==> src/rtl/seg7_pkg.sv <==
// Shared definitions for the 7-segment to binary converter.
// Segment patterns are active-low and ordered {g,f,e,d,c,b,a}.
package seg7_pkg;

    localparam logic [6:0] SEG_0     = 7'b1000000;
    localparam logic [6:0] SEG_1     = 7'b1111001;
    localparam logic [6:0] SEG_2     = 7'b0100100;
    localparam logic [6:0] SEG_3     = 7'b0110000;
    localparam logic [6:0] SEG_4     = 7'b0011001;
    localparam logic [6:0] SEG_5     = 7'b0010010;
    localparam logic [6:0] SEG_6     = 7'b0000010;
    localparam logic [6:0] SEG_7     = 7'b1111000;
    localparam logic [6:0] SEG_8     = 7'b0000000;
    localparam logic [6:0] SEG_9     = 7'b0010000;
    localparam logic [6:0] SEG_BLANK = 7'b1111111;

    localparam int NUM_DIGITS = 6;

    typedef enum logic [1:0] {
        S_IDLE,
        S_CONV,
        S_DONE
    } conv_state_t;

endpackage

==> src/rtl/seg7_decode.sv <==
// Combinational decoder: one active-low segment pattern to a decimal digit.
// Blank and illegal patterns both decode to 0; the flags tell them apart.
module seg7_decode
    import seg7_pkg::*;
(
    input  logic [6:0] seg,
    output logic [3:0] digit,
    output logic       is_blank,
    output logic       is_valid
);

    // Pattern lookup; anything not in the table is reported as invalid
    always_comb begin
        digit    = 4'd0;
        is_blank = 1'b0;
        is_valid = 1'b1;
        case (seg)
            SEG_0:     digit = 4'd0;
            SEG_1:     digit = 4'd1;
            SEG_2:     digit = 4'd2;
            SEG_3:     digit = 4'd3;
            SEG_4:     digit = 4'd4;
            SEG_5:     digit = 4'd5;
            SEG_6:     digit = 4'd6;
            SEG_7:     digit = 4'd7;
            SEG_8:     digit = 4'd8;
            SEG_9:     digit = 4'd9;
            SEG_BLANK: is_blank = 1'b1;
            default:   is_valid = 1'b0;
        endcase
    end

endmodule

==> src/rtl/displays_binario.sv <==
// Serial six-digit 7-segment to binary converter.
// One digit per clock, most significant first, acc = acc*10 + digit with
// saturation at 2**n-1 so an overflow can never wrap back into range.
module displays_binario
    import seg7_pkg::*;
#(
    parameter int n = 19
)
(
    input  logic         clk,
    input  logic         rst,
    input  logic         start,
    input  logic [6:0]   display1,
    input  logic [6:0]   display2,
    input  logic [6:0]   display3,
    input  logic [6:0]   display4,
    input  logic [6:0]   display5,
    input  logic [6:0]   display6,
    output logic         busy,
    output logic         done,
    output logic [n-1:0] binario,
    output logic         err_seg,
    output logic         err_ovf
);

    localparam logic [n+3:0] MAX_VAL = {4'b0000, {n{1'b1}}};
    localparam logic [2:0]   LAST_IDX = 3'(NUM_DIGITS - 1);

    conv_state_t  r_state;
    logic [41:0]  r_shadow;
    logic [2:0]   r_idx;
    logic [n+3:0] r_acc;
    logic         r_errSeg;
    logic         r_errOvf;
    logic         r_seenDigit;
    logic         r_busy;
    logic         r_done;
    logic [n-1:0] r_binario;
    logic         r_errSegOut;
    logic         r_errOvfOut;

    logic [6:0]   w_seg;
    logic [3:0]   w_digit;
    logic         w_isBlank;
    logic         w_isValid;
    logic         w_digitErr;
    logic [n+3:0] w_accMul;
    logic [n+3:0] w_accSum;
    logic         w_over;
    logic [n+3:0] w_accSat;
    logic         w_errSegNext;
    logic         w_errOvfNext;
    logic         w_seenNext;

    // Select the shadow digit for this step; idx 0 is display1 (MS digit)
    always_comb begin
        w_seg = SEG_BLANK;
        case (r_idx)
            3'd0:    w_seg = r_shadow[41:35];
            3'd1:    w_seg = r_shadow[34:28];
            3'd2:    w_seg = r_shadow[27:21];
            3'd3:    w_seg = r_shadow[20:14];
            3'd4:    w_seg = r_shadow[13:7];
            3'd5:    w_seg = r_shadow[6:0];
            default: w_seg = SEG_BLANK;
        endcase
    end

    seg7_decode u_decode (
        .seg      (w_seg),
        .digit    (w_digit),
        .is_blank (w_isBlank),
        .is_valid (w_isValid)
    );

    // Next accumulator and flag values for the digit being processed
    always_comb begin
        w_digitErr   = ~w_isValid | (w_isBlank & r_seenDigit);
        w_accMul     = (r_acc << 3) + (r_acc << 1);
        w_accSum     = w_accMul + {{n{1'b0}}, w_digit};
        w_over       = w_accSum > MAX_VAL;
        w_accSat     = w_over ? MAX_VAL : w_accSum;
        w_errSegNext = r_errSeg | w_digitErr;
        w_errOvfNext = r_errOvf | w_over;
        w_seenNext   = r_seenDigit | (w_isValid & ~w_isBlank);
    end

    // Control FSM with registered outputs; the result is loaded on entry to DONE
    always_ff @(posedge clk) begin
        if (rst) begin
            r_state     <= S_IDLE;
            r_shadow    <= '0;
            r_idx       <= 3'd0;
            r_acc       <= '0;
            r_errSeg    <= 1'b0;
            r_errOvf    <= 1'b0;
            r_seenDigit <= 1'b0;
            r_busy      <= 1'b0;
            r_done      <= 1'b0;
            r_binario   <= '0;
            r_errSegOut <= 1'b0;
            r_errOvfOut <= 1'b0;
        end else begin
            case (r_state)
                S_IDLE: begin
                    r_done <= 1'b0;
                    if (start) begin
                        r_shadow    <= {display1, display2, display3,
                                        display4, display5, display6};
                        r_idx       <= 3'd0;
                        r_acc       <= '0;
                        r_errSeg    <= 1'b0;
                        r_errOvf    <= 1'b0;
                        r_seenDigit <= 1'b0;
                        r_errSegOut <= 1'b0;
                        r_errOvfOut <= 1'b0;
                        r_busy      <= 1'b1;
                        r_state     <= S_CONV;
                    end
                end
                S_CONV: begin
                    r_acc       <= w_accSat;
                    r_errSeg    <= w_errSegNext;
                    r_errOvf    <= w_errOvfNext;
                    r_seenDigit <= w_seenNext;
                    if (r_idx == LAST_IDX) begin
                        r_busy      <= 1'b0;
                        r_done      <= 1'b1;
                        r_errSegOut <= w_errSegNext;
                        r_errOvfOut <= w_errOvfNext;
                        r_binario   <= (w_errSegNext | w_errOvfNext) ? '0 : w_accSat[n-1:0];
                        r_state     <= S_DONE;
                    end else begin
                        r_idx <= r_idx + 3'd1;
                    end
                end
                S_DONE: begin
                    r_done  <= 1'b0;
                    r_state <= S_IDLE;
                end
                default: begin
                    r_state <= S_IDLE;
                end
            endcase
        end
    end

    assign busy    = r_busy;
    assign done    = r_done;
    assign binario = r_binario;
    assign err_seg = r_errSegOut;
    assign err_ovf = r_errOvfOut;

endmodule

==> config.mk <==
export PLATFORM = sky130hd
export DESIGN_NAME = displays_binario
export DESIGN_NICKNAME = d
export VERILOG_FILES = /design/src/rtl/seg7_pkg.sv /design/src/rtl/seg7_decode.sv /design/src/rtl/displays_binario.sv
export SDC_FILE = /design/constraint.sdc
export NUM_CORES = 1
export LEC_CHECK = 0
export ABC_CLOCK_PERIOD_IN_PS = 5400
export BUFFER_PORTS_ARGS = -buffer_cell sky130_fd_sc_hd__buf_2
export CAP_MARGIN = 20
export CORE_MARGIN = 10
export CORE_UTILIZATION = 58
export DETAILED_ROUTE_END_ITERATION = 7
export PLACE_DENSITY = 0.78
export SETUP_SLACK_MARGIN = 0.4
export SYNTH_ARGS = -nofsm -noshare
export SYNTH_HDL_FRONTEND = slang
export SYNTH_SLANG_ARGS = --single-unit
==> constraint.sdc <==
create_clock -name clk -period 5.4 [get_ports clk]
set_input_delay 1.08 -clock clk [delete_from_list [all_inputs] [get_ports clk]]
set_output_delay 1.08 -clock clk [all_outputs]
set_load 0.05 [all_outputs]
After elaboration in Yosys (flattened, before gate mapping)

Index checks and enable logic that the tools add are counted.

Output and inout bits: 23
Word-level logic and storage cells: 86
Register bits: 95
Bits of input ports: 45

Bitwise logic cells: 9
Reductions and logical operators: 14
Magnitude comparators: 1
Equality and inequality tests: 20
$add $sub $neg: 3
Mux-type cells: 27

Operator list:

| cell                                                            | count |
|---|---|
| 2-to-1 mux 22 bit                                               | 2 |
| one-hot mux 22 bit (2 select lines)                             | 1 |
| one-hot mux 7 bit (6 select lines)                              | 1 |
| one-hot mux 4 bit (9 select lines)                              | 1 |
| equality test 7 bit, second input constant                      | 4 |
| adder 23 bit                                                    | 1 |
| adder 23 x 4 -> 23 bit                                          | 1 |
| greater-than comparator 23 x 19 -> 1 bit, second input constant | 1 |
| equality test 7 x 5 -> 1 bit, second input constant             | 3 |
| 2-to-1 mux 19 bit                                               | 1 |
| equality test 7 x 6 -> 1 bit, second input constant             | 2 |
| one-hot mux 1 bit (2 select lines)                              | 7 |
| OR reduction 11 bit                                             | 1 |
| AND reduction 2 bit                                             | 5 |
| 2-to-1 mux 1 bit                                                | 8 |
| equality test 7 x 2 -> 1 bit, second input constant             | 1 |
| logical NOT 7 bit                                               | 1 |
| equality test 3 x 2 -> 1 bit, second input constant             | 2 |
| equality test 3 bit, second input constant                      | 2 |
| 2-to-1 mux 3 bit                                                | 2 |
| != test 2 bit, second input constant                            | 3 |
| one-hot mux 3 bit (2 select lines)                              | 1 |
| AND reduction 3 bit                                             | 2 |
| OR 1 bit                                                        | 5 |
| 12 further kinds                                                | 16 |

Depth between registers and ports, before layout

Depth after elaboration: 10
Gate-level depth with buffers: 24
Mapped depth without buffers: 20

Cells and area by module

From an unflattened synthesis, not the netlist that was laid out.

Cells, all modules: 649
Area total of the unflattened synthesis: 5,243.8 um^2

By module, submodules not included:

| module           | sequential area each (um^2) | times used | cells an instance | area an instance (um^2) |
|---|---|---|---|---|
| displays_binario | 1,901.8                     | 1          | 616               | 5,044.8 |
| seg7_decode      | 0.0                         | 1          | 33                | 198.9 |

Least setup slack after synthesis

No wires, ideal clock.

Path kind: flip-flop to flip-flop
Start point: register r_idx[1]
End point: register r_acc[10]
Library setup time: 0.142 ns
Data arrival time: 4.717 ns
Setup slack: 0.541 ns
Stages on the path, launching flop included: 24
Buffers on the path: 3
Required time: 5.258 ns
Period minus slack after synthesis: 4.859 ns
Cells stage by stage: dfxtp_1 > inv_1 > ha_1 > buf_4 > buf_4 > a21oi_1 > a22oi_2 > nor2_1 > or4_1 > o22ai_1 > a22o_1 > ha_1 > ha_1 > inv_1 > fa_1 > nand2b_1 > a21oi_1 > o211ai_1 > a22oi_1 > mux2i_1 > nand3b_1 > nor2_1 > clkbuf_1 > a311oi_1

Longest elaborated chain between the ends: 8
Elaborated cells on any way between the ends: 21
Those cells by class: add/sub: 1; order compare: 1; eq/ne: 13; mux: 4; reduce/logical: 2

Ends and longest elaborated chain:

| element                                                    | RTL line                | RTL |
|---|---|---|
| start, declared                                            | displays_binario.sv:31  | `logic [2:0] r_idx;` |
| start signal, assigned                                     | displays_binario.sv:134 | `r_idx <= r_idx + 3'd1;` |
| equality test 3 bit, or another cell as far along          | displays_binario.sv:58  | `case (r_idx)` |
| one-hot mux 7 bit (6 select lines) *                       | displays_binario.sv:58  |  |
| equality test 7 x 5 -> 1 bit, or another cell as far along | seg7_decode.sv:17       | `case (seg)` |
| one-hot mux 4 bit (9 select lines) *                       | seg7_decode.sv:17       |  |
| adder 23 x 4 -> 23 bit *                                   | displays_binario.sv:80  | `w_accSum = w_accMul + {{n{1'b0}}, w_digit};` |
| greater-than comparator 23 x 19 -> 1 bit                   | displays_binario.sv:81  | `w_over = w_accSum > MAX_VAL;` |
| 2-to-1 mux 22 bit *                                        | displays_binario.sv:82  | `w_accSat = w_over ? MAX_VAL : w_accSum;` |
| one-hot mux 22 bit (2 select lines) *                      | displays_binario.sv:104 | `case (r_state)` |
| end signal, assigned                                       | displays_binario.sv:122 | `r_acc <= w_accSat;` |
| end, declared                                              | displays_binario.sv:32  | `logic [n+3:0] r_acc;` |

Mark *: on every way between the ends. The rest lies on a longest branch, timed or not.
A chain may end at the register's enable or synchronous reset.

Worst setup path in the final report

Start point: register r_idx[1]
End point: register r_binario[12], in the netlist binario[12]

Longest elaborated chain between the ends: 10
Elaborated cells on any way between the ends: 33
Those cells by class: add/sub: 1; order compare: 1; eq/ne: 15; mux: 6; bitwise: 6; reduce/logical: 4

Ends and longest elaborated chain:

| element                                                         | RTL line                | RTL |
|---|---|---|
| branches (longest 10 deep; another with adder 23 x 4 -> 23 bit) | -                       |  |
| end signal, assigned                                            | displays_binario.sv:131 | `r_binario <= (w_errSegNext \| w_errOvfNext) ? '0 : w_accSat[n-1:0];` |
| end, declared                                                   | displays_binario.sv:38  | `logic [n-1:0] r_binario;` |

Parallel ways; which one is timed is not known.

==> impl_metrics.prom <==
# TYPE chip_impl_metric gauge
chip_impl_info{name="outcome",value="completed"} 1
chip_impl_info{name="cts_tree",value="yes"} 1
chip_impl_metric{name="cells_on_worst_reg2reg_path",unit=""} 21
chip_impl_metric{name="finalWeightedCongestion",unit=""} 0.925
chip_impl_metric{name="detailed_place_hpwl",unit="µm"} 10300
chip_impl_info{name="critical_path.startpoint_type",value="flip-flop"} 1
chip_impl_info{name="slowest_stage",value="sky130_fd_sc_hd__or4_4"} 1
chip_impl_metric{name="post_synth_inst_count",unit=""} 649
chip_impl_metric{name="critPathMaxStageDelay",unit="ps"} 610
chip_impl_metric{name="worst_ep_arrival_time",unit="ps"} 5170
chip_impl_metric{name="syn_nets",unit=""} 741
chip_impl_info{name="ys_flop_type",value="sky130_fd_sc_hd__dfxtp_1"} 1
chip_impl_metric{name="worst-slew-pin-transition",unit="ps"} 1130
chip_impl_info{name="timing.setup.critical_path_class",value="reg2reg"} 1
chip_impl_info{name="clock-root-buffer",value="sky130_fd_sc_hd__clkbuf_8"} 1
chip_impl_metric{name="vias_per_cell",unit=""} 5.98
chip_impl_metric{name="ys_async_sr_fraction",unit="%"} 0
chip_impl_info{name="hold_wc_path_type",value="reg2reg"} 1
chip_impl_metric{name="power_density",unit="nW/µm²"} 261
chip_impl_metric{name="synth_enable_flop_cells",unit=""} 0
chip_impl_metric{name="rrSetupSlack",unit="ps"} 530
chip_impl_metric{name="maximum_number_of_pins_on_one_net_before_global_route_repair",unit=""} 77
chip_impl_metric{name="final.setup.tns",unit="ps"} 0
chip_impl_metric{name="max_freq",unit="GHz"} 0.205
chip_impl_metric{name="syn_area_per_cell",unit="µm²"} 8.20
chip_impl_metric{name="fin_crit",unit="ps"} 4870
chip_impl_metric{name="worst-endpoint-required",unit="ps"} 5700
chip_impl_metric{name="post_cts_hold_buffer_count",unit=""} 0
chip_impl_metric{name="slew_headroom",unit="%"} 24.2
chip_impl_metric{name="postSynthRegisterBits",unit=""} 95
chip_impl_metric{name="average_wire_per_standard_cell",unit="µm"} 17.6
chip_impl_metric{name="timing_max_transition_violations_final",unit=""} 0
chip_impl_metric{name="max-vdd-ir-drop",unit="mV"} 0.204
chip_impl_metric{name="drt_wl_total",unit="µm"} 14600
chip_impl_metric{name="total_die_area",unit="µm²"} 13400
chip_impl_metric{name="comb_power_share",unit="%"} 24.4
chip_impl_metric{name="layout.nets",unit=""} 808
chip_impl_metric{name="cellLeakagePower",unit="nW"} 2.68
chip_impl_info{name="crit-reg2reg-launch",value="r_idx[1]"} 1
chip_impl_info{name="cells_traversed_along_the_worst_timing_path",value="inv_2 > ha_4 > buf_6 > a21oi_1 > a22oi_2 > a21o_4 > nand2b_4 > nor2_2 > nand3_2 > fa_2 > inv_1 > ha_1 > a21o_1 > nand4_1 > a21oi_4 > o41ai_2 > xnor2_1 > nand4b_1 > buf_4 > or4_4 > o21ai_2"} 1
chip_impl_info{name="timing.rr.end",value="binario[12]"} 1
chip_impl_metric{name="grt_antenna_before_repair",unit=""} 0
chip_impl_metric{name="antenna-diode-count",unit=""} 0
chip_impl_metric{name="timing.final.crit_share",unit="%"} 90.2
chip_impl_info{name="rsz0062_at_grt",value="false"} 1
chip_impl_metric{name="final_cells",unit=""} 829
chip_impl_metric{name="insertion_delay",unit="ps"} 370
chip_impl_metric{name="yosysWarnings",unit=""} 0
chip_impl_metric{name="design.portCount",unit=""} 68
chip_impl_metric{name="timing.final.hold_violations",unit=""} 0
chip_impl_metric{name="clkSinkCount",unit=""} 95
chip_impl_metric{name="rows",unit=""} 34
chip_impl_metric{name="synthToLayoutAreaGrowth",unit="%"} 17.9
chip_impl_metric{name="globalRoute.totalOverflow",unit=""} 0
chip_impl_metric{name="power",unit="mW"} 1.64
chip_impl_metric{name="detailedRoute.firstPassIterationCount",unit=""} 5
chip_impl_metric{name="remaining_design_rule_violation_count",unit=""} 0
chip_impl_metric{name="ys_seq_area_share",unit="%"} 35.7
chip_impl_metric{name="crit_buf_inv",unit=""} 4
chip_impl_metric{name="sequentialPowerShare",unit="%"} 46.6
chip_impl_metric{name="ctsLongestPathBuffers",unit=""} 2
chip_impl_metric{name="clk_transition_reported_paths",unit="ps"} 110
chip_impl_metric{name="dp_cells",unit=""} 797
chip_impl_metric{name="total_switching_power",unit="µW"} 565
chip_impl_metric{name="num_vias",unit=""} 4961
chip_impl_metric{name="sw_share",unit="%"} 34.4
chip_impl_info{name="worst_hold_path.endpoint",value="binario[0]"} 1
chip_impl_metric{name="syn-cell-area",unit="µm²"} 5320
chip_impl_metric{name="vias_in_the_first_global_route",unit=""} 4765
chip_impl_metric{name="drt.antenna.violating_nets",unit=""} 0
chip_impl_metric{name="groute.usage.overall",unit="%"} 21.0
chip_impl_metric{name="dieHeight",unit="µm"} 116
chip_impl_info{name="worstSetupEndpointType",value="flip-flop"} 1
chip_impl_info{name="synth.largest_area_cell",value="sky130_fd_sc_hd__dfxtp_1"} 1
chip_impl_metric{name="initial_core_util",unit="%"} 60.2
chip_impl_metric{name="clock_power_share",unit="%"} 29.0
chip_impl_info{name="cp_top_family",value="simple AND/OR/NAND/NOR gates"} 1
chip_impl_metric{name="synth_top_area_share",unit="%"} 35.7
chip_impl_metric{name="finalClockSkew",unit="ps"} 13.8
chip_impl_metric{name="placement.cell_area",unit="µm²"} 5700
chip_impl_metric{name="internal_power",unit="mW"} 1.08
chip_impl_metric{name="die_x",unit="µm"} 116
chip_impl_metric{name="timing.max_cap.violations",unit=""} 0
chip_impl_metric{name="numPortBuffers",unit=""} 67
chip_impl_metric{name="first_iter_violations",unit=""} 404
chip_impl_metric{name="setup-violations-final",unit=""} 0
chip_impl_info{name="worst_hold_path_startpoint",value="binario[0]"} 1
chip_impl_metric{name="cts_max_level",unit=""} 3
chip_impl_metric{name="timing.hold.ws",unit="ps"} 450
chip_impl_metric{name="yosysUniqueCellTypes",unit=""} 61
chip_impl_metric{name="design.core.area",unit="µm²"} 8850
chip_impl_metric{name="cts-buffers-inserted",unit=""} 9
chip_impl_metric{name="crit_path_max_fanout",unit=""} 8
chip_impl_info{name="post_synth_main_area_contributors",value="sky130_fd_sc_hd__dfxtp_1 (36%), sky130_fd_sc_hd__ha_1 (11%), sky130_fd_sc_hd__a21oi_1 (9.7%), sky130_fd_sc_hd__nand2_1 (9.0%), sky130_fd_sc_hd__a311oi_1 (2.6%)"} 1
chip_impl_metric{name="post-route-cell-area",unit="µm²"} 6280
chip_impl_metric{name="layout-drive-gt1-share",unit="%"} 24.1
chip_impl_metric{name="whs_path_depth",unit=""} 2
chip_impl_metric{name="grt_pass1_wl",unit="µm"} 23100
-- cell usage after synthesis, drive strengths merged, types with 3 or more instances --
master  instances
a211oi          5
a21o            7
a21oi         105
a22o            5
a22oi          21
a311oi         16
a31oi           5
and2            6
and3            3
and4            3
buf            10
clkbuf         26
dfxtp          95
ha             45
inv            16
nand2         127
nand2b         11
nand3           5
nand4           4
nor2           25
nor2b           6
nor3            5
nor4            5
o211ai          4
o21ai          31
o21bai          3
o22ai           3
or3             5
xnor2          13
xor2            7
-- how the worst max path moves through the flow --
stage	start	to	slack, ps	cells after the start
2_1_floorplan	r_idx[1]	r_acc[10]	540	23
3_3_place_gp	r_idx[1]	binario[4]	290	20
3_5_place_dp	r_idx[1]	binario[6]	-2	20
4_1_cts	r_idx[2]	binario[6]	400	19
5_1_grt	r_idx[1]	binario[12]	290	21
6_report	r_idx[1]	binario[12]	530	21
-- power groups by stage --
stage / Clock, mW / Sequential (mW) / Combinational [mW]
floorplan: 0 / 0.770 / 0.251
global placement: 0 / 0.778 / 0.334
detailed placement: 0 / 0.779 / 0.344
CTS: 0.480 / 0.763 / 0.355
global route: 0.515 / 0.768 / 0.441
finish: 0.476 / 0.764 / 0.401
-- stage by stage --
step,setup slack (ps),utilization [%]
floorplan,541,-
global placement,285,64.4
detailed placement,-2.02,64.4
CTS,401,67.7
global route,294,70.9
finish,532,70.9
-- final cells by class --
class,instances,area [µm²]
repair buffers,91,532
inverters,16,60.1
multi-input cells,503,3440
well taps,108,135
clock inverters,7,75.1
clock buffers,9,124
flip-flops and latches,95,1910
fillers,752,2570
-- timing repair --
action,4_1_cts,5_1_grt
cloned,1,0
pin swaps,2,16
setup buffers,4,11
resized for setup,11,54
setup endpoints to repair,39,40
-- placed cells by master, fill, tap and decap left out, types with 7 or more instances in the layout --
cell	netlist	final
sky130_fd_sc_hd__a311oi_2	0	8
sky130_fd_sc_hd__a22oi_1	18	14
sky130_fd_sc_hd__nand2_1	127	127
sky130_fd_sc_hd__dfxtp_1	95	92
sky130_fd_sc_hd__clkbuf_8	0	9
sky130_fd_sc_hd__ha_1	45	41
sky130_fd_sc_hd__xnor2_1	13	13
sky130_fd_sc_hd__nor2_1	25	21
sky130_fd_sc_hd__inv_1	16	14
sky130_fd_sc_hd__buf_2	1	67
sky130_fd_sc_hd__o21ai_0	21	15
sky130_fd_sc_hd__buf_4	4	21
sky130_fd_sc_hd__a22oi_2	3	7
sky130_fd_sc_hd__xor2_1	7	7
sky130_fd_sc_hd__o21ai_2	10	11
sky130_fd_sc_hd__nand2b_1	11	9
sky130_fd_sc_hd__a21oi_1	103	98
sky130_fd_sc_hd__a311oi_1	16	8
-- registers in the layout, indices dropped and copies added, names as in the netlist --
| name | flops |
|---|---|
| r_shadow | 42 |
| r_acc | 22 |
| binario | 19 |
| r_idx | 3 |
| r_state | 2 |
| busy | 1 |
| done | 1 |
| err_ovf | 1 |
| err_seg | 1 |
| r_errOvf | 1 |
| r_errSeg | 1 |
| r_seenDigit | 1 |
-- per-layer routing --
layer  track usage (%)  up-vias  routed length, µm
met3              3.46       24                700
met5                 0        -                  0
met1              25.1     2328               6120
met4              6.01        0                275
li1                  -     2476                  -
met2              37.7      133               7510
-- worst register-to-register path, cell delays in order, from the launching register on --
cell and delay, ps:
sky130_fd_sc_hd__dfxtp_4 400, sky130_fd_sc_hd__inv_2 70, sky130_fd_sc_hd__ha_4 200, sky130_fd_sc_hd__buf_6 140, sky130_fd_sc_hd__a21oi_1 210, sky130_fd_sc_hd__a22oi_2 120, sky130_fd_sc_hd__a21o_4 240, sky130_fd_sc_hd__nand2b_4 160
sky130_fd_sc_hd__nor2_2 100, sky130_fd_sc_hd__nand3_2 110, sky130_fd_sc_hd__fa_2 600, sky130_fd_sc_hd__inv_1 50, sky130_fd_sc_hd__ha_1 270, sky130_fd_sc_hd__a21o_1 130, sky130_fd_sc_hd__nand4_1 250, sky130_fd_sc_hd__a21oi_4 270
sky130_fd_sc_hd__o41ai_2 90, sky130_fd_sc_hd__xnor2_1 260, sky130_fd_sc_hd__nand4b_1 190, sky130_fd_sc_hd__buf_4 180, sky130_fd_sc_hd__or4_4 620, sky130_fd_sc_hd__o21ai_2 160
-- logic make-up (layout without fill, tap and decap cells) --
group,count (synthesis),in the layout,share of synthesized area [%]
simple gates,216,217,18.6
compound gates,217,217,26.1
fa+ha+maj,47,47,11.3
xor+xnor,20,20,3.29
flops,95,95,35.7
buf+inv,52,123,4.56
mux,2,2,0.400
(Power assumes the default switching activity.)
